$ cat config.mk
export PLATFORM = sky130hd
export DESIGN_NAME = serial_word_transmitter
export DESIGN_NICKNAME = d
export VERILOG_FILES = /design/src/rtl/serial_word_transmitter.sv
export SDC_FILE = /design/constraint.sdc
export NUM_CORES = 1
export LEC_CHECK = 0
export CAP_MARGIN = 30
export CORE_ASPECT_RATIO = 0.8
export CORE_MARGIN = 2
export CORE_UTILIZATION = 30
export DETAILED_ROUTE_END_ITERATION = 16
export GPL_TIMING_DRIVEN = 0
export PLACE_DENSITY = 0.6
export SETUP_SLACK_MARGIN = 0.15
export SYNTH_ARGS = -nofsm -noshare
export SYNTH_HDL_FRONTEND = slang
export SYNTH_SLANG_ARGS = --single-unit
$ cat constraint.sdc
create_clock -name clock -period 1.8 [get_ports clock]
set_input_delay 0.27 -clock clock [delete_from_list [all_inputs] [get_ports clock]]
set_output_delay 0.27 -clock clock [all_outputs]
set_load 0.02 [all_outputs]
$ cat src/rtl/serial_word_transmitter.sv
// Bit-serial word transmitter feeding a modulo-5 detector: clear pulse, WIDTH qualified bits MSB-first, done pulse.
// Optional MOD5_REFERENCE_EN adds a running residue of the transmitted bits on expected_remainder.
module serial_word_transmitter #(
    parameter int WIDTH = 8
) (
    input  logic             clock,
    input  logic             reset,
    input  logic [WIDTH-1:0] in_data,
    input  logic             in_valid,
    output logic             in_ready,
    output logic             serial_bit,
    output logic             bit_en,
    output logic             det_reset,
    output logic             busy,
    output logic             done,
    output logic [2:0]       expected_remainder
);

    // state | meaning
    // IDLE  | waiting for a word, in_ready high
    // CLEAR | one-cycle detector clear
    // SHIFT | WIDTH cycles of qualified bits, MSB first
    // DONE  | one-cycle completion pulse
    typedef enum logic [1:0] {IDLE, CLEAR, SHIFT, DONE} state_t;

    localparam int CW = $clog2(WIDTH + 1);
    localparam logic [CW-1:0] LAST = CW'(WIDTH - 1);

    state_t           state, state_nxt;
    logic [WIDTH-1:0] shreg, shreg_nxt;
    logic [CW-1:0]    cnt, cnt_nxt;
    logic             in_ready_nxt, serial_bit_nxt, bit_en_nxt;
    logic             det_reset_nxt, busy_nxt, done_nxt;

    // Outputs are computed for the next state and registered alongside it.
    always_comb begin
        state_nxt      = state;
        shreg_nxt      = shreg;
        cnt_nxt        = cnt;
        in_ready_nxt   = 1'b0;
        serial_bit_nxt = 1'b0;
        bit_en_nxt     = 1'b0;
        det_reset_nxt  = 1'b0;
        busy_nxt       = 1'b0;
        done_nxt       = 1'b0;
        case (state)
            IDLE: begin
                in_ready_nxt = 1'b1;
                if (in_valid) begin
                    shreg_nxt     = in_data;
                    cnt_nxt       = '0;
                    state_nxt     = CLEAR;
                    in_ready_nxt  = 1'b0;
                    det_reset_nxt = 1'b1;
                    busy_nxt      = 1'b1;
                end
            end
            CLEAR: begin
                state_nxt      = SHIFT;
                busy_nxt       = 1'b1;
                bit_en_nxt     = 1'b1;
                serial_bit_nxt = shreg[WIDTH-1];
                shreg_nxt      = {shreg[WIDTH-2:0], 1'b0};
            end
            SHIFT: begin
                busy_nxt = 1'b1;
                if (cnt == LAST) begin
                    state_nxt = DONE;
                    done_nxt  = 1'b1;
                end else begin
                    cnt_nxt        = cnt + 1'b1;
                    bit_en_nxt     = 1'b1;
                    serial_bit_nxt = shreg[WIDTH-1];
                    shreg_nxt      = {shreg[WIDTH-2:0], 1'b0};
                end
            end
            DONE: begin
                state_nxt    = IDLE;
                in_ready_nxt = 1'b1;
            end
            default: begin
                state_nxt    = IDLE;
                in_ready_nxt = 1'b1;
            end
        endcase
    end

    always_ff @(posedge clock or posedge reset) begin
        if (reset) begin
            state      <= IDLE;
            shreg      <= '0;
            cnt        <= '0;
            in_ready   <= 1'b1;
            serial_bit <= 1'b0;
            bit_en     <= 1'b0;
            det_reset  <= 1'b0;
            busy       <= 1'b0;
            done       <= 1'b0;
        end else begin
            state      <= state_nxt;
            shreg      <= shreg_nxt;
            cnt        <= cnt_nxt;
            in_ready   <= in_ready_nxt;
            serial_bit <= serial_bit_nxt;
            bit_en     <= bit_en_nxt;
            det_reset  <= det_reset_nxt;
            busy       <= busy_nxt;
            done       <= done_nxt;
        end
    end

`ifdef MOD5_REFERENCE_EN
    logic [2:0] residue;

    function automatic logic [2:0] mod5_step(input logic [2:0] r, input logic b);
        logic [3:0] v;
        v = {r, b};
        if (v >= 4'd5) v = v - 4'd5;
        return v[2:0];
    endfunction

    // Consumes the registered serial_bit, so the residue settles on the edge into DONE.
    always_ff @(posedge clock or posedge reset) begin
        if (reset) begin
            residue <= 3'd0;
        end else if (state == CLEAR) begin
            residue <= 3'd0;
        end else if (state == SHIFT) begin
            residue <= mod5_step(residue, serial_bit);
        end
    end

    assign expected_remainder = residue;
`else
    assign expected_remainder = 3'd0;
`endif

endmodule

==> flow_metrics.tcl <==
set metrics [dict create \
    post_drt_via_cell_ratio 4.63 \
    yosys.area_share.simple 0.147 \
    dieArea_mm2 0.00399 \
    dr.pass1.iters 4 \
    io_pins 20 \
    die_w_um 70.1 \
    arrival_ns 1.78 \
    holdCritPathClass "in -> async" \
    power_w 0.00295 \
    synth_top_family_by_area "multiplexers" \
    nets 145 \
    finalCritPeriodShare 0.907 \
    grtUsageTotal 0.112 \
    ys_ff_latch 20 \
    cts_tree "built" \
    antenna_found_initial 0 \
    yosysUniqueCellTypes 28 \
    reg2reg_to "shreg[2]" \
    ant_nets 0 \
    io_buffers 16 \
    grt_pass1_vias 760 \
    grt_max_degree 21 \
    grt_setup_unrepaired "true" \
    grt_pass1_wl_mm 3.46 \
    p_leak_nw 0.686 \
    reg2reg_slack_ns 0.17 \
    hold_viol_final 0 \
    clockBufferDepth 2 \
    synth.area.mux_share 0.191 \
    synth_compound_area_frac 0.0656 \
    status "complete, no violations" \
    fin_worst_skew_ns 0.00121 \
    totalWireLength_mm 2.15 \
    crit_type "reg -> reg" \
    syn_area_mm2 0.00105 \
    fin_util 0.448 \
    worst_pin_slew_ns 0.758 \
    rr_startpoint "state[1]" \
    fp-row-count 19 \
    synthToLayoutAreaGrowth_pct 45.3 \
    vias 782 \
    synthXorXnorAreaFrac 0 \
    worstRegToRegCells 5 \
    relSlewSlack 0.494 \
    drc_errors 0 \
    clock.fmax_mhz 612 \
    synth_fa_ha_area_frac 0.0716 \
    clockRootBuffer "clkbuf_8" \
    clk_pin_slew_ns 0.07 \
    numCtsBuffers 3 \
    wl_per_cell_um 12.7 \
    vdd.ir_drop.worst_uv 863 \
    core_area_mm2 0.00340 \
    overflow 0 \
    crit_path_max_fanout 8 \
    avgSynthCellArea_um2 11.7 \
    die_y_um 56.9 \
    insertion_delay_ns 0.26 \
    gp_congestion 0.762 \
    worstPathRequired_ns 1.95 \
    fin_crit_ns 1.63 \
    drv_cap 0 \
    cts.sinks 20 \
    startpoint_type "flop" \
    ys_seq_area_frac 0.479 \
    drtIter0Drc 26 \
    drv_slew 0 \
    start_util 0.308 \
    cp-end-kind "flop" \
    dp_hpwl_mm 1.31 \
    n_antenna_cell 0 \
    ctsHoldBuffers 0 \
    p_per_area_mw_per_mm2 1940 \
    hold_ws_ns 0.442 \
    ys_warn_count 0 \
    setup_viol 0 \
    drive_above_1_share 0.409 \
    synth_cells 90 \
    htreeDepth 1 \
]
==> report_power, final <==
part / internal, W / total, W / switching [W]
Combinational: 0.00111 / 0.00183 / 0.000716
Clock: 0.000195 / 0.000343 / 0.000148
Sequential: 0.000659 / 0.000783 / 0.000124
==> cells by family after synthesis <==
group,Yosys count
buffers and inverters,9
other,1
muxes,18
adders and majority gates,6
and+or+nand+nor,26
AOI/OAI and AO/OA,10
DFF,20
==> state kept, by name, summed over array words and instances, names as in the netlist <==
name        flops
serial_bit      1
in_ready        1
state           2
det_reset       1
busy            1
shreg           8
cnt             4
done            1
bit_en          1
==> worst max-delay path, cell delays in order (launching register included) <==
cell and delay [ns]:
dfrtp_2 0.42, inv_2 0.07, ha_4 0.30, clkbuf_16 0.15, mux2_2 0.33, mux2_4 0.26
==> worst max path at each step <==
| stage | start | to | slack [ns] | depth (start not counted) |
|---|---|---|---|---|
| final | state[1] | shreg[2] | 0.17 | 5 |
| after detailed placement | in_valid | shreg[2] | -0.1 | 4 |
| after floorplan | state[0] | shreg[2] | 0.15 | 5 |
| after global placement | in_valid | shreg[7] | -0.10 | 4 |
| after CTS | state[1] | shreg[3] | 0.15 | 5 |
| after global routing | state[0] | shreg[6] | 0.12 | 6 |
==> through the flow <==
stage | setup slack, ns | instances | cell area (µm²) | TNS (ns)
global route | 0.123 | 169 | 1520 | 0
CTS | 0.148 | 157 | 1390 | 0
finish | 0.167 | 169 | 1520 | 0
floorplan | 0.153 | 92 | 1070 | 0
detailed placement | -0.0953 | 150 | 1280 | -0.731
global placement | -0.102 | 150 | 1280 | -0.794
==> layout by cell type (no fill, tap or decap), types with 2 or more instances in the layout <==
cell	count
inv_1	2
dfrtp_1	17
mux2_2	13
clkdlybuf4s50_1	15
mux2i_1	2
o21ai_0	2
buf_4	17
conb_1	3
nor2_1	7
nand2_1	5
dfrtp_2	2
nand3_1	2
mux2_4	3
clkbuf_8	4
ha_4	3
and2_1	3
ha_1	2
inv_2	2
nor2b_1	2
a21oi_1	3
==> layer usage <==
metal / up-vias / part of all wire / track usage
li1: 382 / - / -
met4: 0 / 0.011 / 0.0385
met3: 3 / 0.043 / 0.0377
met5: - / 0 / 0
met1: 383 / 0.44 / 0.143
met2: 14 / 0.51 / 0.177
==> synth_stat cells, drive strengths merged <==
master	instances	share of area
mux2i	2	0.019
nor2	7	0.025
a21oi	3	0.014
nand4b	1	0.0084
o211ai	1	0.0072
and4b	1	0.013
ha	6	0.072
nand2b	1	0.0060
o21ai	2	0.0095
dfrtp	19	0.45
mux2	16	0.17
nor2b	2	0.012
dfstp	1	0.025
nand3b	1	0.0072
nor3	2	0.020
nand2	5	0.018
o32a	1	0.0095
buf	3	0.021
o41ai	1	0.0084
and2	3	0.018
conb	1	0.0036
and2b	1	0.0095
a221o	1	0.0095
inv	4	0.014
a22oi	1	0.0072
clkbuf	2	0.0072
nand3	2	0.0095
==> area by class of cell <==
class	instances	area [µm²]
Sequential cell	20	504
Inverter	4	15.0
Tap cell	42	52.6
Clock buffer	4	55.1
Timing Repair Buffer	31	284
Buffer	5	52.6
Fill cell	323	1880
Multi-Input combinational cell	63	561
==> what timing repair did <==
item	in CTS	in global routing
endpoints found under the setup margin	12	9
hold endpoints to repair	0	0
setup buffers	3	12
pin swaps	1	4
cloned	0	0
resized for setup	5	11
(Power assumes the default switching activity.)
